**config.mk**
```make
export PLATFORM = sky130hd
export DESIGN_NAME = mult_share_arb
export DESIGN_NICKNAME = d
export VERILOG_FILES = /design/src/rtl/mult_share_pkg.sv /design/src/rtl/rr_arbiter.sv /design/src/rtl/mult_share_arb.sv
export SDC_FILE = /design/constraint.sdc
export NUM_CORES = 1
export LEC_CHECK = 0
export ABC_AREA = 0
export BUFFER_PORTS_ARGS = -buffer_cell sky130_fd_sc_hd__buf_2
export CAP_MARGIN = 20
export CELL_PAD_IN_SITES_DETAIL_PLACEMENT = 2
export CELL_PAD_IN_SITES_GLOBAL_PLACEMENT = 2
export CORE_UTILIZATION = 30
export DETAILED_ROUTE_END_ITERATION = 8
export PLACE_DENSITY = 0.79
export SLEW_MARGIN = 30
export SYNTH_ARGS = -nofsm -noshare
export SYNTH_HDL_FRONTEND = slang
export SYNTH_SLANG_ARGS = --single-unit
```
**constraint.sdc**
```tcl
create_clock -name CLK -period 8.3 [get_ports CLK]
set_clock_uncertainty 0.1 [all_clocks]
set_input_delay 0.415 -clock CLK [delete_from_list [all_inputs] [get_ports CLK]]
set_output_delay 0.415 -clock CLK [all_outputs]
set_load 0.1 [all_outputs]
```
**src/rtl/mult_share_pkg.sv**
```systemverilog
// Shared definitions for the Q8.8 multiplier arbiter and its round-robin arbiter.
// Holds the default fixed-point geometry, the saturation limits and a helper
// that sizes requester ID fields.
package mult_share_pkg;

  localparam int Q_W    = 16;
  localparam int Q_FRAC = 8;

  typedef logic signed [Q_W-1:0] q8_8_t;

  localparam q8_8_t Q_MAX = 16'sh7FFF;
  localparam q8_8_t Q_MIN = 16'sh8000;

  // Width needed to hold a requester index; never less than one bit.
  function automatic int id_width(input int n);
    return (n <= 2) ? 1 : $clog2(n);
  endfunction

endpackage

```
**src/rtl/rr_arbiter.sv**
```systemverilog
// Generic N-way round-robin arbiter.
// The first requester at or after the pointer (scanning upward with wrap) wins
// whenever the enable is high; the pointer then moves just past the winner.
module rr_arbiter
  import mult_share_pkg::*;
#(
  parameter int N  = 4,
  parameter int PW = id_width(N)
) (
  input  logic         clk_i,
  input  logic         rstN_i,
  input  logic         en_i,
  input  logic [N-1:0] req_i,
  output logic [N-1:0] grant_o
);

  logic [PW-1:0] ptr_q;
  logic [PW-1:0] ptr_d;
  logic [PW-1:0] winner;
  logic          found;

  // Scan from the pointer with wrap and pick the first active request
  always_comb begin
    grant_o = '0;
    found   = 1'b0;
    winner  = '0;
    for (int k = 0; k < N; k++) begin
      int idx;
      idx = int'(ptr_q) + k;
      if (idx >= N) idx = idx - N;
      if (!found && req_i[idx]) begin
        found  = 1'b1;
        winner = PW'(idx);
      end
    end
    if (en_i && found) grant_o[winner] = 1'b1;
  end

  // A grant always completes a transfer, so the pointer moves past the winner
  always_comb begin
    ptr_d = ptr_q;
    if (en_i && found) begin
      ptr_d = (winner == PW'(N - 1)) ? '0 : winner + 1'b1;
    end
  end

  // Pointer register, cleared to requester 0 on reset
  always_ff @(posedge clk_i or negedge rstN_i) begin
    if (!rstN_i) ptr_q <= '0;
    else         ptr_q <= ptr_d;
  end

endmodule

```
**src/rtl/mult_share_arb.sv**
```systemverilog
// One signed Q8.8 multiplier shared by NREQ requesters via round-robin.
// Two pipeline stages: operand register (s1) then result register.
// Optional macro MULT_SHARE_SAT_EN: when defined, overflowing products clamp to
// the most positive / most negative value; otherwise the low W bits wrap.
// Overflow is flagged on res_ovf in both builds.
module mult_share_arb
  import mult_share_pkg::*;
#(
  parameter int NREQ = 4,
  parameter int W    = Q_W,
  parameter int FRAC = Q_FRAC,
  parameter int IDW  = id_width(NREQ)
) (
  input  logic              CLK,
  input  logic              RST_N,
  input  logic [NREQ-1:0]   req_valid,
  output logic [NREQ-1:0]   req_ready,
  input  logic [NREQ*W-1:0] req_a,
  input  logic [NREQ*W-1:0] req_b,
  output logic              res_valid,
  input  logic              res_ready,
  output logic [W-1:0]      res_data,
  output logic [IDW-1:0]    res_id,
  output logic              res_ovf
);

`ifdef MULT_SHARE_SAT_EN
  localparam logic [W-1:0] SAT_MAX = {1'b0, {(W-1){1'b1}}};
  localparam logic [W-1:0] SAT_MIN = {1'b1, {(W-1){1'b0}}};
`endif

  logic                  s1Valid_q;
  logic signed [W-1:0]   s1A_q;
  logic signed [W-1:0]   s1B_q;
  logic [IDW-1:0]        s1Id_q;

  logic                  resValid_q;
  logic [W-1:0]          resData_q;
  logic [IDW-1:0]        resId_q;
  logic                  resOvf_q;

  logic                  s1Adv;
  logic                  canLoad;
  logic [NREQ-1:0]       grant;
  logic                  xfer;
  logic [W-1:0]          selA;
  logic [W-1:0]          selB;
  logic [IDW-1:0]        selId;

  logic signed [2*W-1:0] prod;
  logic signed [2*W-1:0] quot;
  logic                  prodOvf;
  logic [W-1:0]          resData_d;

  // The result register frees up when empty or being drained; s1 may load
  // when it is empty or moving into the result register this cycle.
  assign s1Adv   = !resValid_q || res_ready;
  assign canLoad = !s1Valid_q || s1Adv;
  assign xfer    = |grant;

  assign req_ready = grant;
  assign res_valid = resValid_q;
  assign res_data  = resData_q;
  assign res_id    = resId_q;
  assign res_ovf   = resOvf_q;

  rr_arbiter #(
    .N  (NREQ),
    .PW (IDW)
  ) u_arb (
    .clk_i   (CLK),
    .rstN_i  (RST_N),
    .en_i    (canLoad),
    .req_i   (req_valid),
    .grant_o (grant)
  );

  // Route the granted requester's operands and index toward stage 1
  always_comb begin
    selA  = '0;
    selB  = '0;
    selId = '0;
    for (int i = 0; i < NREQ; i++) begin
      if (grant[i]) begin
        selA  = req_a[i*W +: W];
        selB  = req_b[i*W +: W];
        selId = IDW'(i);
      end
    end
  end

  // Stage 1 holds its contents whenever the result register is stalled
  always_ff @(posedge CLK or negedge RST_N) begin
    if (!RST_N) begin
      s1Valid_q <= 1'b0;
      s1A_q     <= '0;
      s1B_q     <= '0;
      s1Id_q    <= '0;
    end else if (canLoad) begin
      s1Valid_q <= xfer;
      if (xfer) begin
        s1A_q  <= selA;
        s1B_q  <= selB;
        s1Id_q <= selId;
      end
    end
  end

  // Full-width signed product, rescaled by arithmetic shift (rounds toward
  // -inf); overflow whenever the bits above the result's sign bit disagree.
  always_comb begin
    prod    = $signed({{W{s1A_q[W-1]}}, s1A_q}) * $signed({{W{s1B_q[W-1]}}, s1B_q});
    quot    = prod >>> FRAC;
    prodOvf = (|quot[2*W-1:W-1]) && !(&quot[2*W-1:W-1]);
`ifdef MULT_SHARE_SAT_EN
    resData_d = prodOvf ? (quot[2*W-1] ? SAT_MIN : SAT_MAX) : quot[W-1:0];
`else
    resData_d = quot[W-1:0];
`endif
  end

  // Result register advances together with stage 1
  always_ff @(posedge CLK or negedge RST_N) begin
    if (!RST_N) begin
      resValid_q <= 1'b0;
      resData_q  <= '0;
      resId_q    <= '0;
      resOvf_q   <= 1'b0;
    end else if (s1Adv) begin
      resValid_q <= s1Valid_q;
      resData_q  <= resData_d;
      resId_q    <= s1Id_q;
      resOvf_q   <= prodOvf;
    end
  end

endmodule

```
==> results of run 1 <==
==> synth_stat cells (3+ instances only) <==
library cell / count / area [µm²]
xor2_1: 12 / 105.1
nor3_1: 4 / 20.02
a221oi_1: 15 / 131.4
nand2b_1: 13 / 81.33
buf_2: 3 / 15.01
and2_1: 120 / 750.7
o21ai_1: 7 / 35.03
clkbuf_1: 51 / 191.4
dfrtp_1: 57 / 1426
nand4_1: 5 / 31.28
a221o_1: 19 / 190.2
xnor2_1: 20 / 175.2
o22ai_1: 16 / 100.1
ha_1: 83 / 1039
a21oi_1: 47 / 235.2
nor2b_1: 5 / 31.28
o21a_1: 3 / 22.52
o21ai_0: 25 / 125.1
a22oi_1: 17 / 127.6
and3_1: 4 / 25.02
nand2_1: 166 / 623.1
a21o_1: 7 / 52.55
fa_1: 261 / 5225
inv_1: 301 / 1130
nor2_1: 45 / 168.9
==> sequential cells by signal (all words and copies together), names as in the netlist <==
name	count
res_ovf	1
res_id	2
res_valid	1
s1Valid_q	1
res_data	16
s1Id_q	2
s1A_q	16
s1B_q	16
u_arb.ptr_q	2
==> worst max-delay path: cells and delay by family (launching register included) <==
family / cells / cell delay (ns)
adder cells (fa/ha/maj): 7 / 3.49
AO/OA/AOI/OAI: 6 / 1.48
AND/OR/NAND/NOR: 5 / 1.02
flip-flops: 1 / 0.79
buffers and inverters: 3 / 0.24
==> per-layer routing <==
layer  GRT usage (%)  up-vias  routed length, µm
met2           37.97      212              21300
met3           3.309       75               1657
li1                -     4340                  -
met4           7.540        0               1462
met1           25.09     5155              16790
met5               0        -                  0
==> cells by family after synthesis <==
group	synth area share (%)
AO/OA/AOI/OAI	9.811
XOR/XNOR	2.266
adder cells (fa/ha/maj)	50.63
buffers and inverters	10.89
flip-flops	11.53
multiplexers	0.1719
AND/OR/NAND/NOR	14.70
==> worst paths after layout <==
| kind | startpoint | endpoint | slack (ns) | cells past startpoint |
|---|---|---|---|---|
| hold / removal | RST_N | res_data[3] | 0.14 | 2 |
| hold reg to reg | res_data[15] | res_data[15] | 0.37 | 2 |
| max in group asynchronous | RST_N | s1A_q[14] | 7.39 | 2 |
| min in group CLK | req_b[0] | s1B_q[0] | 0.19 | 2 |
| setup reg to reg | s1B_q[2] | res_ovf | 1.05 | 21 |
| setup / recovery | s1B_q[2] | res_ovf | 1.05 | 21 |
==> placed cells by master (no fill, tap or decap), types with 9 or more instances in the layout <==
cell | synthesis | final
xnor2_1 | 20 | 20
fa_1 | 261 | 261
and2_1 | 120 | 120
nand2_1 | 166 | 165
a22oi_1 | 17 | 17
xor2_1 | 12 | 12
ha_1 | 83 | 83
o21ai_0 | 25 | 25
inv_1 | 301 | 301
nor2_1 | 45 | 44
dfrtp_1 | 57 | 57
nand2b_1 | 13 | 13
o22ai_1 | 16 | 16
a21oi_1 | 47 | 47
a221oi_1 | 15 | 15
clkbuf_16 | 0 | 9
buf_2 | 3 | 158
a221o_1 | 19 | 19
==> stage by stage <==
| step | utilization [%] | hold WS, ns | std cells | cell area [µm²] |
|---|---|---|---|---|
| global placement | 33.55 | 0.3545 | 1980 | 13670 |
| CTS | 34.32 | 0.1809 | 1996 | 13980 |
| floorplan | - | 0.01941 | 1340 | 12370 |
| global route | 34.34 | 0.1913 | 1997 | 13990 |
| detailed placement | 33.56 | 0.3668 | 1980 | 13670 |
| finish | 34.34 | 0.1433 | 1997 | 13990 |
==> final cells by class <==
class / count / area [µm²] / area share (%)
diodes: 1 / 2.502 / 0.01789
clock buffers: 9 / 225.2 / 1.610
clock inverters: 7 / 83.83 / 0.5993
inverters: 302 / 1134 / 8.104
multi-input cells: 925 / 9615 / 68.74
flip-flops and latches: 57 / 1426 / 10.20
well taps: 532 / 665.6 / 4.758
repair buffers: 164 / 835.8 / 5.975
==> flow_metrics.py, run 1 <==
metrics = {
    "timing": {
        "setup_viol_count_final": 0,
        "timing.final.crit_share_pct": 87.32,
        "timing_hold_violations_final": 0,
        "final_critical_path_setup_slack_ns": 1.052,
        "worst_slew_pin_slew_ns": 0.8811,
        "setup_total_negative_slack_ns": 0,
        "max_slew_margin_pct": 41.26,
        "top_achievable_clock_speed_mhz": 138.0,
        "final.min_clock_period_ns": 7.248,
        "report.final.slew_viol_count": 0,
        "rsz_0062_raised_after_global_routing": "false",
    },
    "worst_setup_path": {
        "delay_of_the_slowest_cell_on_the_worst_path_ns": 0.79,
        "ordered_cell_list_for_the_critical_path": "nand2_1, fa_1, inv_1, fa_1, fa_1, fa_1, fa_1, inv_1, fa_1, inv_1, ha_1, and3_1, and3_1, a221oi_2, a31oi_4, a221o_1, a211o_1, o22ai_1, nand4_1, nor4_1, a211oi_1",
        "critical_path_launch_point_type": "flop",
        "capturing_element_type_of_the_critical_path": "flop",
        "worstPathRequired_ns": 8.44,
        "cp.arrival_ns": 7.39,
        "critPathMostFrequentCell": "fa_1",
        "critical_path.slowest_cell": "dfrtp_1",
        "setup.worst_path.class": "reg -> reg",
        "path_max_fanout": 17,
    },
    "yosys": {
        "syn_nets": 1819,
        "synth_seq_cells": 57,
        "synth.lib_cells_used.distinct": 50,
        "syn-mean-instance-area_um2": 9.232,
        "synth_ff_type": "dfrtp_1",
        "ys_warn_count": 0,
        "synth_enable_flop_cells": 0,
        "async_flop_share_pct": 100.0,
        "mappedNetlistArea_um2": 12370,
        "yosysSeqAreaShare_pct": 11.53,
        "syn-instance-count": 1340,
    },
    "drt": {
        "avgViaCountPerCell": 4.898,
        "antenna_violating_nets_post_route": 0,
        "drc": 0,
        "post_dr_wirelength_cell_um": 20.64,
        "drt_iter0_markers": 335,
        "routed_wirelength_mm": 41.21,
        "drtPass1Iterations": 4,
        "num_vias": 9782,
    },
    "placed_design": {
        "pre_cts_slack_ns": 1.072,
        "globalplace.congestion": 0.8144,
        "dpl.hpwl_mm": 33.89,
        "number_of_buffers_inserted_by_port_buffering": 158,
    },
    "clocking": {
        "clock_root_buffer_master": "clkbuf_16",
        "cts_sinks": 57,
        "cts_tree": "yes",
        "htreeDepth": 3,
        "post_cts_setup_bufs": 0,
        "clk_pin_slew_worst_paths_ns": 0.07,
        "holdBufCountCts": 0,
        "clkLatencyLatePin_ns": 0.36,
        "cts_made_buffers": 9,
        "cts_resized": 0,
        "clock_tree.buffer_depth": 2,
    },
    "finish": {
        "fillCellCount": 4612,
        "drive_above_1_share_pct": 13.39,
        "final_net_count": 1938,
        "relative_area_change_from_synthesis_to_final_layout_pct": 13.08,
    },
    "grt": {
        "grt_first_pass_wirelength_mm": 67.19,
        "grt-ovfl-total": 0,
        "grt_max_degree": 58,
        "antenna_found_initial": 1,
        "first_global_vias": 12230,
        "grt_util_all_layers_pct": 21.04,
    },
    "die": {
        "dieArea_um2": 42050,
        "floorplan.initialDensity_pct": 30.37,
        "fp-row-count": 74,
        "floorplan.core_area_um2": 40740,
        "ioPinCount": 159,
        "horizontal_extent_of_the_die_um": 205.1,
        "fp.dieH_um": 205.1,
    },
    "job": {
        "cap_violations": 0,
    },
    "worst_hold_path": {
        "hp-class": "in -> async",
    },
    "status": {
        "run_status": "finished, final reports clean",
    },
}
Power of run 1 is left out: the tool's default activity adds up to more than one toggle a clock period on the data nets, which glitch-free logic cannot reach.
==> inputs of run 2 (changes only) <==
--- a/config.mk
+++ b/config.mk
@@ -12,6 +12,7 @@
 export CELL_PAD_IN_SITES_GLOBAL_PLACEMENT = 2
 export CORE_UTILIZATION = 30
 export DETAILED_ROUTE_END_ITERATION = 8
+export MAX_ROUTING_LAYER = met4
 export PLACE_DENSITY = 0.79
 export SLEW_MARGIN = 30
 export SYNTH_ARGS = -nofsm -noshare
==> run 2 against run 1 <==
  * Maximum frequency increased by 0.30%
  * First-iteration DRC count up 13%
  * Cell count did not move
  * Global-route usage is 0.62 points higher
  * Critical path depth stayed put
  * Register-to-register slack improved by 0.02 ns
  * Count of clock-buffer cells in the layout stayed put
  * Setup slack improved by 0.022 ns
  * Routed wire length about the same
  * Cell area hardly changed
  * Non-clock buffer count unchanged
  * Via count is 0.29% higher
  * Critical path type unchanged
  * Largest cell class unchanged
==> flow_metrics.py, run 2 (synthesis results as in run 1) <==
metrics = {
    "status": {
        "run_status": "finished, final reports clean",
    },
    "timing": {
        "timing.final.crit_share_pct": 87.06,
        "final_critical_path_setup_slack_ns": 1.074,
        "max_slew_margin_pct": 36.49,
        "final_hold_slack_ns": 0.1409,
        "setup_total_negative_slack_ns": 0,
        "worst_slew_pin_slew_ns": 0.9494,
        "report.final.slew_viol_count": 0,
        "setup_viol_count_final": 0,
        "timing_hold_violations_final": 0,
        "final.min_clock_period_ns": 7.226,
        "rsz_0062_raised_after_global_routing": "false",
        "top_achievable_clock_speed_mhz": 138.4,
    },
    "grt": {
        "grt_max_degree": 58,
        "grt-ovfl-total": 0,
        "grt_util_all_layers_pct": 21.66,
        "gr-usage-met2_pct": 37.96,
        "gr-usage-met1_pct": 25.12,
        "grt_first_pass_wirelength_mm": 67.15,
        "grt_use_met3_pct": 3.245,
        "antenna_found_initial": 1,
        "grt_most_used_layer": "met2",
        "first_global_vias": 12240,
    },
    "worst_setup_path": {
        "capturing_element_type_of_the_critical_path": "flop",
        "ordered_cell_list_for_the_critical_path": "nand2_1, fa_1, inv_1, fa_1, fa_1, fa_1, fa_1, inv_1, fa_1, inv_1, ha_1, and3_1, and3_1, a221oi_2, a31oi_4, a221o_1, a211o_1, o22ai_1, nand4_1, nor4_1, a211oi_1",
        "worstPathRequired_ns": 8.44,
        "path_max_fanout": 17,
        "delay_of_the_slowest_cell_on_the_worst_path_ns": 0.77,
        "timing.reg2reg.worst_path_depth": 21,
        "setup.worst_path.class": "reg -> reg",
        "critical_path_launch_point_type": "flop",
        "critPathMostFrequentCell": "fa_1",
        "cp.arrival_ns": 7.36,
        "critical_path.slowest_cell": "dfrtp_1",
    },
    "finish": {
        "most_frequent_standard_cell_in_the_layout_excluding_fill_and_tap_cells": "inv_1",
        "design_area_um2": 13980,
        "drive_above_1_share_pct": 13.39,
        "final_net_count": 1938,
        "relative_area_change_from_synthesis_to_final_layout_pct": 13.04,
        "multi_input_comb_area_um2": 9610,
        "layout.cells.most_common_list": "inv_1 (301), fa_1 (261), nand2_1 (165)",
        "fillCellCount": 4612,
        "final-seq-area_um2": 1426,
    },
    "die": {
        "horizontal_extent_of_the_die_um": 205.1,
        "floorplan.initialDensity_pct": 30.37,
        "floorplan.core_area_um2": 40740,
        "ioPinCount": 159,
        "fp.dieH_um": 205.1,
        "dieArea_um2": 42050,
        "fp-row-count": 74,
    },
    "worst_hold_path": {
        "hp-class": "in -> async",
    },
    "clocking": {
        "cts_made_buffers": 9,
        "post_cts_setup_bufs": 0,
        "holdBufCountCts": 0,
        "clock_root_buffer_master": "clkbuf_16",
        "htreeDepth": 3,
        "cts_sinks": 57,
        "cts_tree": "yes",
        "clk_pin_slew_worst_paths_ns": 0.07,
        "cts_resized": 0,
        "clkLatencyLatePin_ns": 0.36,
        "clock_tree.buffer_depth": 2,
    },
    "job": {
        "cap_violations": 0,
    },
    "placed_design": {
        "number_of_buffers_inserted_by_port_buffering": 158,
        "dpl.hpwl_mm": 33.89,
        "globalplace.congestion": 0.8274,
        "pre_cts_slack_ns": 1.072,
        "post_dp_cell_area_um2": 13670,
    },
    "drt": {
        "drt_iter0_markers": 380,
        "num_vias": 9810,
        "routed_wirelength_mm": 41.21,
        "drc": 0,
        "post_dr_wirelength_cell_um": 20.64,
        "drtPass1Iterations": 4,
        "antenna_violating_nets_post_route": 0,
        "avgViaCountPerCell": 4.912,
    },
}
-- run 2: cell counts in the layout (fill, tap and decap cells not counted) --
No cell type changed its count.
-- run 2: critical path, delay by kind of cell, from the launching register on --
kind	cells	cell delay [ns]
AO/OA/AOI/OAI	6	1.48
adder cells (fa/ha/maj)	7	3.49
buffers and inverters	3	0.24
flip-flops	1	0.77
AND/OR/NAND/NOR	5	1.03
-- run 2: area by class of cell --
cell class | count | area share [%]
diodes | 1 | 0.01790
clock buffers | 9 | 1.611
clock inverters | 7 | 0.5995
inverters | 302 | 8.107
multi-input cells | 925 | 68.73
flip-flops and latches | 57 | 10.20
well taps | 532 | 4.760
repair buffers | 164 | 5.977
-- run 2: worst paths after layout --
| check | from | endpoint | slack (ns) |
|---|---|---|---|
| min reg2reg | res_data[15] | res_data[15] | 0.37 |
| min | RST_N | res_data[3] | 0.14 |
| max | s1B_q[2] | res_ovf | 1.07 |
| max reg2reg | s1B_q[2] | res_ovf | 1.07 |
| max in group asynchronous | RST_N | s1A_q[14] | 7.39 |
| min in group CLK | req_b[0] | s1B_q[0] | 0.19 |
-- run 2: per-layer routing --
layer | up-vias | share of wire (%)
li1 | 4336 | -
met1 | 5170 | 41
met2 | 231 | 52
met3 | 73 | 4.1
met4 | 0 | 3.4
met5 | - | 0
-- run 2: metrics by stage --
step | util, % | cells
floorplan | - | 1340
global placement | 33.55 | 1980
detailed placement | 33.56 | 1980
CTS | 34.32 | 1996
global route | 34.32 | 1997
finish | 34.32 | 1997
Power of run 2 is left out for the same reason.
==> inputs of run 3 (changes only) <==
--- a/config.mk
+++ b/config.mk
@@ -10,10 +10,10 @@
 export CAP_MARGIN = 20
 export CELL_PAD_IN_SITES_DETAIL_PLACEMENT = 2
 export CELL_PAD_IN_SITES_GLOBAL_PLACEMENT = 2
-export CORE_UTILIZATION = 30
+export CORE_UTILIZATION = 38
 export DETAILED_ROUTE_END_ITERATION = 8
 export MAX_ROUTING_LAYER = met4
-export PLACE_DENSITY = 0.79
+export PLACE_DENSITY = 0.95
 export SLEW_MARGIN = 30
 export SYNTH_ARGS = -nofsm -noshare
 export SYNTH_HDL_FRONTEND = slang
==> run 3 against run 2 <==
  * Critical path depth decreased by 2
  * Global-route usage increased by 15 points
  * Core utilization up 9.3 points
  * Maximum frequency shrank 8.9%
  * Flip-flop and latch count did not move
  * Hold slack worse by 0.026 ns
  * Critical endpoint unchanged
==> flow_metrics.py, run 3 (synthesis results as in run 1) <==
metrics = {
    "finish": {
        "drive_above_1_share_pct": 13.57,
        "relative_area_change_from_synthesis_to_final_layout_pct": 12.21,
        "final-seq-area_um2": 1428,
        "final_net_count": 1940,
        "fillCellCount": 3505,
        "most_frequent_standard_cell_in_the_layout_excluding_fill_and_tap_cells": "inv_1",
        "multi_input_comb_area_um2": 9610,
        "layout.cells.most_common_list": "inv_1 (301), fa_1 (261), nand2_1 (165)",
    },
    "die": {
        "fp.dieH_um": 182.4,
        "ioPinCount": 159,
        "floorplan.core_area_um2": 31800,
        "dieArea_um2": 33280,
        "horizontal_extent_of_the_die_um": 182.4,
        "fp-row-count": 65,
        "floorplan.initialDensity_pct": 38.90,
    },
    "timing": {
        "top_achievable_clock_speed_mhz": 126.0,
        "final.min_clock_period_ns": 7.935,
        "max_slew_margin_pct": 35.26,
        "timing_hold_violations_final": 0,
        "rsz_0062_raised_after_global_routing": "false",
        "timing.final.crit_share_pct": 95.61,
        "report.final.slew_viol_count": 0,
        "setup_viol_count_final": 0,
        "setup_total_negative_slack_ns": 0,
        "worst_slew_pin_slew_ns": 0.9710,
    },
    "placed_design": {
        "dpl.hpwl_mm": 42.62,
        "globalplace.congestion": 0.8734,
        "number_of_buffers_inserted_by_port_buffering": 158,
    },
    "worst_setup_path": {
        "delay_of_the_slowest_cell_on_the_worst_path_ns": 0.96,
        "critical_path.slowest_cell": "fa_1",
        "path_max_fanout": 17,
        "reg2reg_setup_slack_ns": 0.36,
        "worst-path-stages": 19,
        "setup.worst_path.class": "reg -> reg",
        "capturing_element_type_of_the_critical_path": "flop",
        "timing.reg2reg.worst_path_depth": 19,
        "cp.arrival_ns": 8.08,
        "critical_path_launch_point_type": "flop",
        "ordered_cell_list_for_the_critical_path": "nand2_1, fa_1, fa_1, fa_1, inv_1, fa_1, fa_1, fa_1, ha_1, and4_4, and3_4, a211oi_4, a31oi_4, a221o_1, a211o_1, o22ai_1, nand4_1, nor4_1, a211oi_1",
        "crit-reg2reg-capture": "res_ovf",
        "worstPathRequired_ns": 8.44,
        "critPathBufInv": 1,
        "dominant_delay_contributor_by_cell_family_on_the_critical_path": "adder cells",
        "worst_r2r_startpoint": "s1B_q[2]",
        "critPathMostFrequentCell": "fa_1",
    },
    "status": {
        "run_status": "finished, final reports clean",
    },
    "job": {
        "cap_violations": 0,
    },
    "drt": {
        "routed_wirelength_mm": 55.60,
        "drc": 0,
        "antenna_violating_nets_post_route": 0,
        "post_dr_wirelength_cell_um": 29.22,
        "drt_iter0_markers": 619,
        "avgViaCountPerCell": 5.686,
        "num_vias": 10820,
        "drtPass1Iterations": 5,
    },
    "grt": {
        "antenna_found_initial": 1,
        "grt-ovfl-total": 0,
        "grt_util_all_layers_pct": 36.18,
        "grt_first_pass_wirelength_mm": 83.61,
        "first_global_vias": 13040,
        "grt_max_degree": 58,
    },
    "clocking": {
        "clock_tree.buffer_depth": 2,
        "holdBufCountCts": 0,
        "clk_pin_slew_worst_paths_ns": 0.08,
        "cts_sinks": 57,
        "htreeDepth": 3,
        "cts_made_buffers": 9,
        "cts_tree": "yes",
        "clkLatencyLatePin_ns": 0.38,
        "clock_root_buffer_master": "clkbuf_16",
    },
    "worst_hold_path": {
        "hp-class": "in -> async",
    },
}
==> run 3: stage by stage <==
step           hold slack, ns  util, %  worst slack, ns  cell area, µm²  cells
2_1_floorplan         0.01941        -            1.721           12370   1340
3_3_place_gp           0.3475    42.65            1.343           13560   1885
3_5_place_dp           0.3702    42.66           0.7544           13570   1885
4_1_cts                0.1553    43.63           0.5943           13870   1901
5_1_grt                0.1860    43.64           0.1708           13880   1902
6_report               0.1150    43.65           0.3648           13880   1903
==> run 3: worst reg2reg max path, cell delays in order (launching register included) <==
cell and delay [ns]:
dfrtp_1 0.74, nand2_1 0.46, fa_1 0.96, fa_1 0.55, fa_1 0.56, inv_1 0.07, fa_1 0.49, fa_1 0.56
fa_1 0.47, ha_1 0.39, and4_4 0.22, and3_4 0.18, a211oi_4 0.33, a31oi_4 0.21, a221o_1 0.45, a211o_1 0.32
o22ai_1 0.22, nand4_1 0.13, nor4_1 0.27, a211oi_1 0.13
==> run 3: per-layer routing <==
metal / GRT usage [%] / up-vias / wire length [µm]
met4: 25.04 / 0 / 4591
li1: - / 4337 / -
met2: 63.46 / 567 / 29060
met3: 6.346 / 289 / 2988
met1: 36.78 / 5627 / 18960
met5: - / - / 0
==> run 3: what timing repair did <==
item / CTS / global route
buffers inserted: 0 / 0
gates resized for setup: 0 / 1
endpoints found under the setup margin: 0 / 1
==> run 3: cell type report <==
cell class | instances | share of cell area [%]
Clock buffer | 9 | 1.623
Tap cell | 435 | 3.921
Inverter | 302 | 8.167
Multi-Input combinational cell | 925 | 69.24
Sequential cell | 57 | 10.28
Antenna cell | 2 | 0.03606
Timing Repair Buffer | 166 | 6.129
Clock inverter | 7 | 0.6039
==> run 3: worst max-delay path by stage <==
stage / from / end / slack [ns]
after detailed placement: s1B_q[1] / res_ovf / 0.75
after CTS: s1A_q[10] / res_ovf / 0.59
final: s1B_q[2] / res_ovf / 0.36
after global routing: s1B_q[2] / res_ovf / 0.17
after global placement: s1B_q[2] / res_ovf / 1.34
after floorplan: s1A_q[15] / res_ovf / 1.72
Power of run 3 is left out for the same reason.
